===== src/rtl/cpu_pkg.sv =====
// Shared CPU definitions: opcodes, branch condition codes, the Z/V/N flag struct
// and the per-opcode flag write mask used by flag_unit.
package cpu_pkg;

    typedef enum logic [3:0] {
        OP_ADD    = 4'h0,
        OP_SUB    = 4'h1,
        OP_XOR    = 4'h2,
        OP_RED    = 4'h3,
        OP_SLL    = 4'h4,
        OP_SRA    = 4'h5,
        OP_ROR    = 4'h6,
        OP_PADDSB = 4'h7,
        OP_LW     = 4'h8,
        OP_SW     = 4'h9,
        OP_LLB    = 4'hA,
        OP_LHB    = 4'hB,
        OP_B      = 4'hC,
        OP_BR     = 4'hD,
        OP_PCS    = 4'hE,
        OP_HLT    = 4'hF
    } opcode_t;

    typedef enum logic [2:0] {
        CC_NE  = 3'b000,
        CC_EQ  = 3'b001,
        CC_GT  = 3'b010,
        CC_LT  = 3'b011,
        CC_GE  = 3'b100,
        CC_LE  = 3'b101,
        CC_OV  = 3'b110,
        CC_UNC = 3'b111
    } ccc_t;

    // Packed so that a 3-bit mask {z, v, n} lines up bit-for-bit with the struct.
    typedef struct packed {
        logic z;
        logic v;
        logic n;
    } flags_t;

    localparam logic [2:0] MASK_ZVN  = 3'b111;
    localparam logic [2:0] MASK_Z    = 3'b100;
    localparam logic [2:0] MASK_NONE = 3'b000;

    function automatic logic [2:0] flag_wr_mask(input opcode_t opc);
        logic [2:0] mask;
        mask = MASK_NONE;
        case (opc)
            OP_ADD, OP_SUB:                 mask = MASK_ZVN;
            OP_XOR, OP_SLL, OP_SRA, OP_ROR: mask = MASK_Z;
            default:                        mask = MASK_NONE;
        endcase
        return mask;
    endfunction

endpackage


===== src/rtl/br_cond_eval.sv =====
// Combinational branch-condition evaluator: decides whether condition code
// i_ccc is satisfied by the flag set i_flags.
module br_cond_eval
    import cpu_pkg::*;
(
    input  logic [2:0] i_ccc,
    input  flags_t     i_flags,
    output logic       o_taken
);

    always_comb begin
        o_taken = 1'b0;
        case (ccc_t'(i_ccc))
            CC_NE:  o_taken = ~i_flags.z;
            CC_EQ:  o_taken =  i_flags.z;
            CC_GT:  o_taken = ~i_flags.z & ~i_flags.n;
            CC_LT:  o_taken =  i_flags.n;
            CC_GE:  o_taken =  i_flags.z | ~i_flags.n;
            CC_LE:  o_taken =  i_flags.z |  i_flags.n;
            CC_OV:  o_taken =  i_flags.v;
            CC_UNC: o_taken = 1'b1;
            default: o_taken = 1'b0;
        endcase
    end

endmodule


===== src/rtl/flag_unit.sv =====
// Architectural Z/V/N flag register with per-opcode write masks and branch resolution.
// FLAG_BYPASS_EN: forward EX flags to a dependent branch instead of stalling one cycle.
module flag_unit
    import cpu_pkg::*;
#(
    parameter int OPC_W = 4,
    parameter int CC_W  = 3
) (
    input  logic             clk,
    input  logic             rst,
    input  logic             ex_valid,
    input  logic             ex_flush,
    input  logic [OPC_W-1:0] ex_opcode,
    input  logic             alu_zero,
    input  logic             alu_ovfl,
    input  logic             alu_neg,
    input  logic             id_br_valid,
    input  logic [CC_W-1:0]  id_ccc,
    output logic             flag_z,
    output logic             flag_v,
    output logic             flag_n,
    output logic             br_taken,
    output logic             br_stall,
    output logic             dbg_state
);

    flags_t     r_flags;
    flags_t     w_alu;
    flags_t     w_next;
    flags_t     w_f;
    logic [2:0] w_we;
    logic       w_hazard;
    logic       w_cond;
    logic       w_stall;
    logic       w_gate;

    assign w_alu    = '{z: alu_zero, v: alu_ovfl, n: alu_neg};
    assign w_we     = {3{ex_valid & ~ex_flush}} & flag_wr_mask(opcode_t'(ex_opcode));
    assign w_next   = (w_we & w_alu) | (~w_we & r_flags);
    assign w_hazard = id_br_valid & (|w_we);

    always_ff @(posedge clk or posedge rst) begin
        if (rst) begin
            r_flags <= '0;
        end else begin
            r_flags <= w_next;
        end
    end

`ifdef FLAG_BYPASS_EN
    // When nothing writes, w_next equals the register, so it serves as F unconditionally.
    assign w_f       = w_next;
    assign w_stall   = 1'b0;
    assign w_gate    = 1'b1;
    assign dbg_state = 1'b0;
`else
    typedef enum logic {
        ST_IDLE = 1'b0,
        ST_HOLD = 1'b1
    } state_t;

    state_t r_state;
    state_t w_state_next;

    always_ff @(posedge clk or posedge rst) begin
        if (rst) begin
            r_state <= ST_IDLE;
        end else begin
            r_state <= w_state_next;
        end
    end

    // HOLD needs no hazard check: the stall put a bubble into EX.
    always_comb begin
        w_state_next = r_state;
        w_stall      = 1'b0;
        w_gate       = 1'b1;
        case (r_state)
            ST_IDLE: begin
                if (w_hazard) begin
                    w_state_next = ST_HOLD;
                    w_stall      = 1'b1;
                    w_gate       = 1'b0;
                end
            end
            ST_HOLD: w_state_next = ST_IDLE;
            default: w_state_next = ST_IDLE;
        endcase
    end

    assign w_f       = r_flags;
    assign dbg_state = r_state;
`endif

    br_cond_eval u_br_cond_eval (
        .i_ccc   (id_ccc),
        .i_flags (w_f),
        .o_taken (w_cond)
    );

    assign flag_z   = r_flags.z;
    assign flag_v   = r_flags.v;
    assign flag_n   = r_flags.n;
    assign br_taken = ~rst & id_br_valid & w_cond & w_gate;
    assign br_stall = ~rst & w_stall;

endmodule


===== config.mk =====
export PLATFORM = sky130hd
export DESIGN_NAME = flag_unit
export DESIGN_NICKNAME = d
export VERILOG_FILES = /design/src/rtl/cpu_pkg.sv /design/src/rtl/br_cond_eval.sv /design/src/rtl/flag_unit.sv
export SDC_FILE = /design/constraint.sdc
export NUM_CORES = 1
export LEC_CHECK = 0
export ABC_AREA = 1
export CORE_AREA = 2 2 39 41
export CTS_CLUSTER_DIAMETER = 60
export DETAILED_ROUTE_END_ITERATION = 8
export DIE_AREA = 0 0 41 43
export GPL_TIMING_DRIVEN = 0
export SLEW_MARGIN = 20
export SYNTH_ARGS = -nofsm -noshare
export SYNTH_HDL_FRONTEND = slang
export SYNTH_SLANG_ARGS = --single-unit

===== constraint.sdc =====
create_clock -name clk -period 1 [get_ports clk]
set_input_delay 0.3 -clock clk [delete_from_list [all_inputs] [get_ports clk]]
set_output_delay 0.3 -clock clk [all_outputs]
set_load 0.1 [all_outputs]

==> metrics.md <==
| Metric | Value |
|---|---|
| DRC violation total after the first TritonRoute iteration | 0 |
| Worst Setup Slack, final | -0.6853 ns |
| Arrival time worst endpoint | 1.39 ns |
| CTS buffer count | 3 |
| Total number of vias | roughly 370 |
| Detailed-route DRC error count | 0 |
| Worst slack at placement | -1.734 ns |
| Synth Area per Inst | 6.006 sq um |
| Count of nets after finishing | 88 |
| Largest voltage drop on the vdd net | 0.0005644 V |
| Gr ovfl total | 0 |
| Power share of the clock group | 0.221 |
| Syn Std Cell Area | 270.3 sq um |
| Gate power share | 0.526 |
| Leakage | 0.3216 nW |
| Maximum number of pins on one net before global-route repair | 6 |
| Critical Setup Path Class | register to output pin |
| Wire length per cell | 10.18 microns |
| Number of nets produced by synthesis | 60 |
| # rows | 14 |
| Net Sw Frac | 0.4551 |
| TritonCTS clock tree | yes |
| Power per Cell Area | 1375 mW/mm^2 |
| Number of warnings printed during yosys synthesis | 0 |
| Number of max-cap violations | 0 |
| Final GP Congestion | 0.6973 |
| Starting Density | 0.1953 |
| Worst-margin pin slew | 0.4883 ns |
| Global-route wire length before repair | 1380 microns |
| Register area share after synthesis | 0.3704 |
| Time the final worst path needs with I/O delays and setup | approximately 1.7 ns |
| CTS clock-pin slew for the worst setup and hold paths | 0.04 ns |
| Number of diodes added for antenna fixing | 0 |
| Pre-antenna DRT Iters | 1 |
| Share of post-route cells with drive strength above 1 | 0.5070 |
| Final core utilization | 0.4928 |
| Synthesized instance count | 45 |
| Number of antenna violations at the first check in global routing | 0 |
| Most common cell after layout, fill and taps aside | dlygate4sd2_1 |
| Result of the run | finished with violations |
| Horiz. Die Dim | 41 microns |
| Setup Skew | 0 ns |
| CTS Buffer Depth | 2 |
| Overall die area | 0.001763 sq mm |
| Fin Hold WS | 0.3551 ns |
| Root buffer cell | clkbuf_4 |
| Endpoints failing hold | 0 |
| Port-buffer cells | 20 |
| Vias in the first global route | 360 |
| Clock network latency to the later pin of the worst-skew pair | 0.24 ns |
| Relative slew margins | 0.6767 |
| Internal cell power | 0.0005110 W |
| Register bit count reported by yosys | 4 |
| Antenna Violating Nets Remaining | 0 |
| Final wirelength | 886 microns |
| Post-synth cell types | 11 |
| R2R depth | 4 |
| Tot Pwr | 0.0009377 W |
| Std-Cell Core Area | 0.001384 sq mm |
| Half-perimeter wire length after detailed placement | 605.8 microns |
| Share of the clock period used by the worst path | 1.685 |
| Maximum operating frequency | about 590 MHz |
| Critical Path Fanout Max | 3 |
| RSZ-0062 raised after global routing | yes |
| Endpoint type of the worst setup path | output pin |
| Detailed-route vias per instance | 4.276 |
| Critical path launch point type | register |
| Commonest cells after routing, fill and taps aside | dlygate4sd2_1 (8), inv_1 (6), nor2_1 (6) |
| Number of ports placed on the die boundary | 21 |
| Max H-tree Level | 1 |
| Failing checks | setup timing |
| Die height | 43 microns |
| Net load switching power | 0.0004267 W |
| Relative area change from synthesis to final layout | 152.3% |
| Worst hold-check path type | input port to async pin |
| Slew Viols, Final | 0 |
| Clk sink count | 4 |
| Required time reported for the critical path endpoint | 0.70 ns |
| Global-route total usage across every layer | 0.1230 |
| Final setup viols | 7 |
| Fraction of power consumed by sequential logic | 0.254 |
==> per-layer routing <==
layer | up-vias | part of all wire | track usage
met5 | - | 0 | 0
met4 | 0 | 0.017 | 0.1000
met3 | 2 | 0.079 | 0.04712
met2 | 15 | 0.58 | 0.1938
met1 | 163 | 0.33 | 0.1173
li1 | 192 | - | -
==> cell families (layout without fill, tap and decap cells) <==
family,count (synthesis),count (layout),share of synthesized area
simple gates,25,25,0.3796
buf+inv,10,36,0.1389
compound gates,6,6,0.1111
flops,4,4,0.3704
==> cells in the mapped netlist, drive strengths merged <==
cell type | n | area share
dfrtp | 4 | 0.37
nor2 | 15 | 0.21
nand2 | 6 | 0.093
nand3 | 3 | 0.056
nand4 | 1 | 0.023
inv | 10 | 0.14
o21ai | 2 | 0.037
a21oi | 4 | 0.074
==> timing repair <==
item / CTS / global route
setup buffers: 7 / 2
endpoints found under the setup margin: 10 / 10
resized for setup: 66 / 16
pin swaps: 9 / 11
hold buffers: 0 / 0
==> worst max-delay path: stages, from the launching register on <==
cell     delay [ns]
dfrtp_4        0.49
inv_1          0.08
nor2_1         0.05
nor2_2         0.11
nor2_2         0.06
a21oi_4        0.16
buf_12         0.18
==> final cells by class <==
type	instances	area, sq um
fillers	145	701.9
repair buffers	23	266.5
clock buffers	3	22.52
flip-flops and latches	4	115.1
well taps	16	20.02
multi-input cells	31	220.2
inverters	10	37.54
==> per-stage QoR <==
stage / instance area [sq um] / cells / TNS [ns]
floorplan: 304.0 / 45 / -1.572
global placement: 524.3 / 81 / -8.183
detailed placement: 524.3 / 81 / -8.278
CTS: 635.6 / 88 / -2.509
global route: 681.9 / 87 / -2.817
finish: 681.9 / 87 / -2.536
==> power groups by stage <==
stage	Clock, W	Sequential, W	Combinational, W
3_3_place_gp	0	0.000225	0.000423
2_1_floorplan	0	0.000411	0.000107
6_report	0.000207	0.000238	0.000493
4_1_cts	0.000213	0.000235	0.000476
5_1_grt	0.000235	0.000241	0.000517
3_5_place_dp	0	0.000226	0.000426
==> worst paths after layout <==
path | startpoint | endpoint | slack, ns
min | rst | async pin | 0.36
max | register | br_taken | -0.69
max in group asynchronous | rst | async pin | 0.47
max reg2reg | dbg_state | dbg_state | -0.07
min reg2reg | register | register | 0.63
min in group clk | ex_opcode[2] | register | 0.39
Power figures use the tool's default switching activity.
